## config.mk

```make
export PLATFORM = sky130hd
export DESIGN_NAME = mul_seq_ctrl_flat
export DESIGN_NICKNAME = d
export VERILOG_FILES = /design/src/rtl/mul_pkg.sv /design/src/rtl/mul_seq_ctrl_if.sv /design/src/rtl/mul_seq_ctrl.sv /design/src/flat_wrapper.sv
export SDC_FILE = /design/constraint.sdc
export NUM_CORES = 1
export LEC_CHECK = 0
export CAP_MARGIN = 0
export CELL_PAD_IN_SITES_DETAIL_PLACEMENT = 0
export CELL_PAD_IN_SITES_GLOBAL_PLACEMENT = 1
export CORE_ASPECT_RATIO = 1.1
export CORE_MARGIN = 4
export CORE_UTILIZATION = 39
export CTS_CLUSTER_DIAMETER = 150
export DETAILED_ROUTE_END_ITERATION = 10
export GPL_TIMING_DRIVEN = 0
export MAX_ROUTING_LAYER = met4
export PLACE_DENSITY_LB_ADDON = 0.1
export SKIP_LAST_GASP = 1
export SYNTH_ARGS = -nofsm -noshare
export SYNTH_HDL_FRONTEND = slang
export SYNTH_SLANG_ARGS = --single-unit
```

## constraint.sdc

```tcl
create_clock -name clk -period 4.68 [get_ports clk]
set_input_delay 0.936 -clock clk [delete_from_list [all_inputs] [get_ports clk]]
set_output_delay 0.936 -clock clk [all_outputs]
set_load 0.01 [all_outputs]
```

## src/rtl/mul_pkg.sv

```systemverilog
// Shared types and defaults for the repeated-addition multiplier controller.
package mul_pkg;

  localparam int          CW_DEF       = 16;
  localparam logic [15:0] MAX_ITER_DEF = 16'hFFFF;

  typedef enum logic [2:0] {
    IDLE   = 3'd0,
    LOAD_A = 3'd1,
    LOAD_B = 3'd2,
    CHECK  = 3'd3,
    ACC    = 3'd4,
    DONE   = 3'd5,
    ERR    = 3'd6
  } state_e;

  typedef struct packed {
    logic lda;
    logic ldb;
    logic clrp;
    logic ldp;
    logic decb;
    logic busy;
    logic done;
    logic err;
  } ctrl_t;

  // Moore decode: control word presented while sitting in a given state.
  function automatic ctrl_t decode_ctrl(state_e s);
    ctrl_t c;
    c = '0;
    case (s)
      LOAD_A: begin c.lda = 1'b1; c.busy = 1'b1; end
      LOAD_B: begin c.ldb = 1'b1; c.clrp = 1'b1; c.busy = 1'b1; end
      CHECK:  c.busy = 1'b1;
      ACC:    begin c.ldp = 1'b1; c.decb = 1'b1; c.busy = 1'b1; end
      DONE:   c.done = 1'b1;
      ERR:    c.err = 1'b1;
      default: c = '0;
    endcase
    return c;
  endfunction

endpackage

```

## src/rtl/mul_seq_ctrl_if.sv

```systemverilog
// Host/datapath-facing bundle of the multiplier sequencer.
interface mul_seq_ctrl_if #(
  parameter int CW = mul_pkg::CW_DEF
);
  logic          start;
  logic          abort;
  logic          eqz;
  logic          lda;
  logic          ldb;
  logic          clrp;
  logic          ldp;
  logic          decb;
  logic          busy;
  logic          done;
  logic          err;
  logic [CW-1:0] iter_cnt;

  modport master (
    output start, abort, eqz,
    input  lda, ldb, clrp, ldp, decb, busy, done, err, iter_cnt
  );

  modport slave (
    input  start, abort, eqz,
    output lda, ldb, clrp, ldp, decb, busy, done, err, iter_cnt
  );
endinterface

```

## src/rtl/mul_seq_ctrl.sv

```systemverilog
// Sequencer for the repeated-addition multiplier: loads A and B, then runs
// CHECK/ACC pairs until the down-counter reaches zero or the iteration limit.
module mul_seq_ctrl
  import mul_pkg::*;
#(
  parameter int          CW       = CW_DEF,
  parameter logic [CW-1:0] MAX_ITER = CW'(MAX_ITER_DEF)
) (
  input logic            clk,
  input logic            rst,
  mul_seq_ctrl_if.slave  bus
);

  state_e        state_q, state_d;
  logic [CW-1:0] iter_q, iter_d;
  ctrl_t         ctrl_q, ctrl_d;

  always_comb begin
    state_d = state_q;
    iter_d  = iter_q;
    case (state_q)
      IDLE:   if (bus.start) state_d = LOAD_A;
      LOAD_A: begin
        state_d = LOAD_B;
        iter_d  = '0;
      end
      LOAD_B: state_d = CHECK;
      CHECK: begin
        // Zero test comes first so B == MAX_ITER still completes normally.
        if (bus.eqz) begin
          state_d = DONE;
        end else if (iter_q == MAX_ITER) begin
          state_d = ERR;
        end else begin
          state_d = ACC;
          iter_d  = iter_q + 1'b1;
        end
      end
      ACC:    state_d = CHECK;
      DONE:   if (!bus.start) state_d = IDLE;
      ERR:    if (!bus.start) state_d = IDLE;
      default: state_d = IDLE;
    endcase

    if (bus.abort && (state_q inside {LOAD_A, LOAD_B, CHECK, ACC})) begin
      state_d = IDLE;
      iter_d  = iter_q;
    end

    // Outputs are registered from the next state, so they track state_q exactly.
    ctrl_d = decode_ctrl(state_d);
  end

  always_ff @(posedge clk) begin
    if (rst) begin
      state_q <= IDLE;
      iter_q  <= '0;
      ctrl_q  <= '0;
    end else begin
      state_q <= state_d;
      iter_q  <= iter_d;
      ctrl_q  <= ctrl_d;
    end
  end

  assign bus.lda      = ctrl_q.lda;
  assign bus.ldb      = ctrl_q.ldb;
  assign bus.clrp     = ctrl_q.clrp;
  assign bus.ldp      = ctrl_q.ldp;
  assign bus.decb     = ctrl_q.decb;
  assign bus.busy     = ctrl_q.busy;
  assign bus.done     = ctrl_q.done;
  assign bus.err      = ctrl_q.err;
  assign bus.iter_cnt = iter_q;

endmodule

```

## src/flat_wrapper.sv

```systemverilog
// flat-port wrapper written by rule: the top's interface ports become plain ports
module mul_seq_ctrl_flat import mul_pkg::*;
#(
  parameter int          CW       = CW_DEF,
  parameter logic [CW-1:0] MAX_ITER = CW'(MAX_ITER_DEF)
)
  (clk, rst, bus_start, bus_abort, bus_eqz, bus_lda, bus_ldb, bus_clrp, bus_ldp, bus_decb, bus_busy, bus_done, bus_err, bus_iter_cnt);
  mul_seq_ctrl_if #(.CW(CW)) bus_i ();
  input logic clk;
  input logic rst;
  input wire logic [$bits(bus_i.start)-1:0] bus_start;
  input wire logic [$bits(bus_i.abort)-1:0] bus_abort;
  input wire logic [$bits(bus_i.eqz)-1:0] bus_eqz;
  output wire logic [$bits(bus_i.lda)-1:0] bus_lda;
  output wire logic [$bits(bus_i.ldb)-1:0] bus_ldb;
  output wire logic [$bits(bus_i.clrp)-1:0] bus_clrp;
  output wire logic [$bits(bus_i.ldp)-1:0] bus_ldp;
  output wire logic [$bits(bus_i.decb)-1:0] bus_decb;
  output wire logic [$bits(bus_i.busy)-1:0] bus_busy;
  output wire logic [$bits(bus_i.done)-1:0] bus_done;
  output wire logic [$bits(bus_i.err)-1:0] bus_err;
  output wire logic [$bits(bus_i.iter_cnt)-1:0] bus_iter_cnt;
  assign bus_i.start = bus_start;
  assign bus_i.abort = bus_abort;
  assign bus_i.eqz = bus_eqz;
  assign bus_lda = bus_i.lda;
  assign bus_ldb = bus_i.ldb;
  assign bus_clrp = bus_i.clrp;
  assign bus_ldp = bus_i.ldp;
  assign bus_decb = bus_i.decb;
  assign bus_busy = bus_i.busy;
  assign bus_done = bus_i.done;
  assign bus_err = bus_i.err;
  assign bus_iter_cnt = bus_i.iter_cnt;
  mul_seq_ctrl #(.CW(CW), .MAX_ITER(MAX_ITER)) u_core (.clk(clk), .rst(rst), .bus(bus_i));
endmodule
```

==> results_dict.tcl <==
set metrics [dict create \
    grt_max_degree 15 \
    syn_area_um2 1310 \
    netlist-cell-type-count 43 \
    cts_hold_buf 0 \
    setup_viol 0 \
    cts-resized-gates 0 \
    synthToLayoutAreaGrowth_pct 26.8 \
    rsz0062_at_grt "false" \
    hold-path-cell-count 2 \
    yosysTopAreaCell "sky130_fd_sc_hd__dfxtp_1" \
    max_cap_violations 0 \
    first_global_vias 1060 \
    io_pins 29 \
    final_hold_viol_count 0 \
    critical_path_required_ns 4.95 \
    number_of_enable_type_register_cells_in_the_synthesized_netlist 0 \
    layout_skew_ns 0.00887 \
    routed_wire_length_per_instance_um 13.8 \
    synth_warnings 0 \
    mostFrequentLayoutCell "sky130_fd_sc_hd__clkdlybuf4s50_1" \
    number_of_cell_rows 21 \
    die_h_um 68.7 \
    clock_tree.root_cell "sky130_fd_sc_hd__clkbuf_4" \
    tritoncts_clock_tree "done" \
    max_slew_margin_vs_limit_pct 59.0 \
    detail_route.iter0.violations 55 \
    path_clk_slew_ns 0.14 \
    globalRoute.totalOverflow 0 \
    vias_per_cell 5.61 \
    power_density_nw_per_um2 216 \
    post_synth_main_area_contributors "sky130_fd_sc_hd__dfxtp_1 38%, sky130_fd_sc_hd__a21oi_1 6.1%, sky130_fd_sc_hd__nand2_1 4.9%" \
    route.final.wire_length_mm 3.12 \
    ys_seq_area_share_pct 38.3 \
    ys_async_rst_share_pct 0 \
    worst_skew_pair.late_latency_ns 0.32 \
    design.final.nets 198 \
    pre_cts_slack_ns 1.69 \
    criticalPathCategory "input pin to flip-flop" \
    setup_ws_ns 2.00 \
    timing.setup.tns_ns 0 \
    avgSynthCellArea_um2 8.22 \
    clock_tree.htree_level_count 1 \
    tritoncts_num_sinks 25 \
    clock_buffers_created_by_tritoncts 3 \
    utilization_pct 53.0 \
    final_antenna_net_count 0 \
    die_area_um2 4340 \
    antenna_diode_count 0 \
    dpl.hpwl_mm 2.37 \
    drive_gt1_share_pct 11.0 \
    detailed_place.area_um2 1630 \
    postLayoutCellArea_um2 1660 \
    path_max_fanout 10 \
    mostFrequentLayoutCells "28 x sky130_fd_sc_hd__clkdlybuf4s50_1, 25 x sky130_fd_sc_hd__dfxtp_1, 17 x sky130_fd_sc_hd__nand2_1, 16 x sky130_fd_sc_hd__a21oi_1, 15 x sky130_fd_sc_hd__nor2_1" \
    run_status "complete, no violations" \
    groute.usage.overall_pct 14.9 \
    max-clock-path-buffers 2 \
    timing_max_transition_violations_final 0 \
    vias 1263 \
    critical_path.endpoint_type "flip-flop" \
    postCtsSetupBuffers 0 \
    io_buffers 28 \
    dominantRegCellSynth "sky130_fd_sc_hd__dfxtp_1" \
    grt_first_pass_wirelength_mm 4.91 \
    max_clock_freq_mhz 374 \
    core-area_um2 3130 \
    postSynthRegisterBits 25 \
    antenna_found_initial 0 \
    power_leakage_nw 0.596 \
    share_of_the_clock_period_used_by_the_worst_path_pct 57.2 \
    dieWidth_um 63.2 \
    routability_congestion 0.817 \
    worst_hold_path_type "flip-flop to flip-flop" \
    critical_path_at_ns 2.95 \
    clock_period_minus_final_worst_setup_slack_ns 2.68 \
    worst_ir_drop_on_vdd_mv 0.0838 \
    synthesis.instances 159 \
    drt_first_pass_iters 4 \
    syn-num-nets 165 \
    crit_path_start_kind "input pin" \
    initial_core_util_pct 41.8 \
    drc_errors 0 \
    r2r_cells 6 \
    synth_top_area_share_pct 38.3 \
    worst-slew-pin-transition_ns 0.611 \
]
==> flip-flops by register name (all words and copies together), names as in the netlist <==
register and flops:
u_core.bus.busy 1, u_core.bus.decb 1, u_core.bus.done 1, u_core.bus.err 1
u_core.bus.iter_cnt 16, u_core.bus.lda 1, u_core.bus.ldb 1, u_core.state_q 3
==> cell usage after synthesis (2+ instances only) <==
master	n
sky130_fd_sc_hd__a31o_2	4
sky130_fd_sc_hd__a41oi_1	2
sky130_fd_sc_hd__or4_1	5
sky130_fd_sc_hd__inv_1	4
sky130_fd_sc_hd__nand3b_1	2
sky130_fd_sc_hd__buf_4	2
sky130_fd_sc_hd__clkbuf_1	5
sky130_fd_sc_hd__nor4_1	2
sky130_fd_sc_hd__a211oi_1	2
sky130_fd_sc_hd__buf_6	2
sky130_fd_sc_hd__xnor2_1	5
sky130_fd_sc_hd__nor3_1	2
sky130_fd_sc_hd__or2_2	3
sky130_fd_sc_hd__o21ai_0	3
sky130_fd_sc_hd__and4_2	2
sky130_fd_sc_hd__and3_1	6
sky130_fd_sc_hd__nor2b_1	3
sky130_fd_sc_hd__a21oi_1	16
sky130_fd_sc_hd__nor2_1	15
sky130_fd_sc_hd__nand2_1	17
sky130_fd_sc_hd__o31ai_1	3
sky130_fd_sc_hd__a31oi_1	2
sky130_fd_sc_hd__dfxtp_1	25
sky130_fd_sc_hd__nand3_1	8
==> metrics by stage <==
stage	std cells	hold slack [ns]	total power, W
2_1_floorplan	159	0.493	0.000248
3_3_place_gp	221	0.473	0.000264
3_5_place_dp	221	0.485	0.000265
4_1_cts	225	0.504	0.000364
5_1_grt	225	0.515	0.000378
6_report	225	0.495	0.000358
==> kinds of logic (layout without fill, tap and decap cells) <==
kind of cell / Yosys count / count (layout) / synth area share [%]
buf+inv: 14 / 46 / 5.75
compound gates: 40 / 40 / 20.1
fa+ha+maj: 1 / 1 / 0.958
mux: 1 / 1 / 0.862
xor+xnor: 5 / 5 / 3.35
flops: 25 / 25 / 38.3
simple gates: 73 / 73 / 30.7
==> routing by layer <==
| layer | global-route usage, % | part of all wire, % | vias to the layer above |
|---|---|---|---|
| met4 | 5.66 | 1.5 | 0 |
| li1 | - | - | 647 |
| met3 | 2.43 | 5.3 | 5 |
| met1 | 19.2 | 48 | 577 |
| met5 | - | 0 | - |
| met2 | 24.0 | 45 | 34 |
==> critical path, stage by stage <==
cell                              delay [ns]
sky130_fd_sc_hd__clkdlybuf4s50_1        0.52
sky130_fd_sc_hd__nor3b_2                0.35
sky130_fd_sc_hd__nand2_1                0.20
sky130_fd_sc_hd__a21o_1                 0.24
sky130_fd_sc_hd__buf_6                  0.15
sky130_fd_sc_hd__or4b_1                 0.46
sky130_fd_sc_hd__nand2_1                0.08
==> final timing paths <==
check,start,to,slack (ns)
min,u_core.bus.iter_cnt[1]$_SDFFE_PP0P_,u_core.bus.iter_cnt[1]$_SDFFE_PP0P_,0.49
max reg2reg,u_core.bus.iter_cnt[8]$_SDFFE_PP0P_,u_core.bus.busy$_SDFF_PP0_,2.46
max,bus_abort,u_core.bus.iter_cnt[6]$_SDFFE_PP0P_,2.00
min reg2reg,u_core.bus.iter_cnt[1]$_SDFFE_PP0P_,u_core.bus.iter_cnt[1]$_SDFFE_PP0P_,0.49
==> layout make-up <==
type | count | area (um^2)
well taps | 34 | 42.5
plain buffers | 10 | 60.1
inverters | 4 | 15.0
clock buffers | 3 | 22.5
fillers | 316 | 1470
clock inverters | 1 | 5.00
flip-flops and latches | 25 | 500
repair buffers | 28 | 280
multi-input cells | 120 | 731
==> power by group <==
part / internal, W / leakage (nW) / switching, W / total (W)
Clock: 0.0000321 / 0.0177 / 0.0000661 / 0.0000982
Sequential: 0.000216 / 0.202 / 0.00000188 / 0.000218
Combinational: 0.0000185 / 0.376 / 0.0000241 / 0.0000426
Total: 0.000266 / 0.596 / 0.0000920 / 0.000358
(Power assumes the default switching activity.)
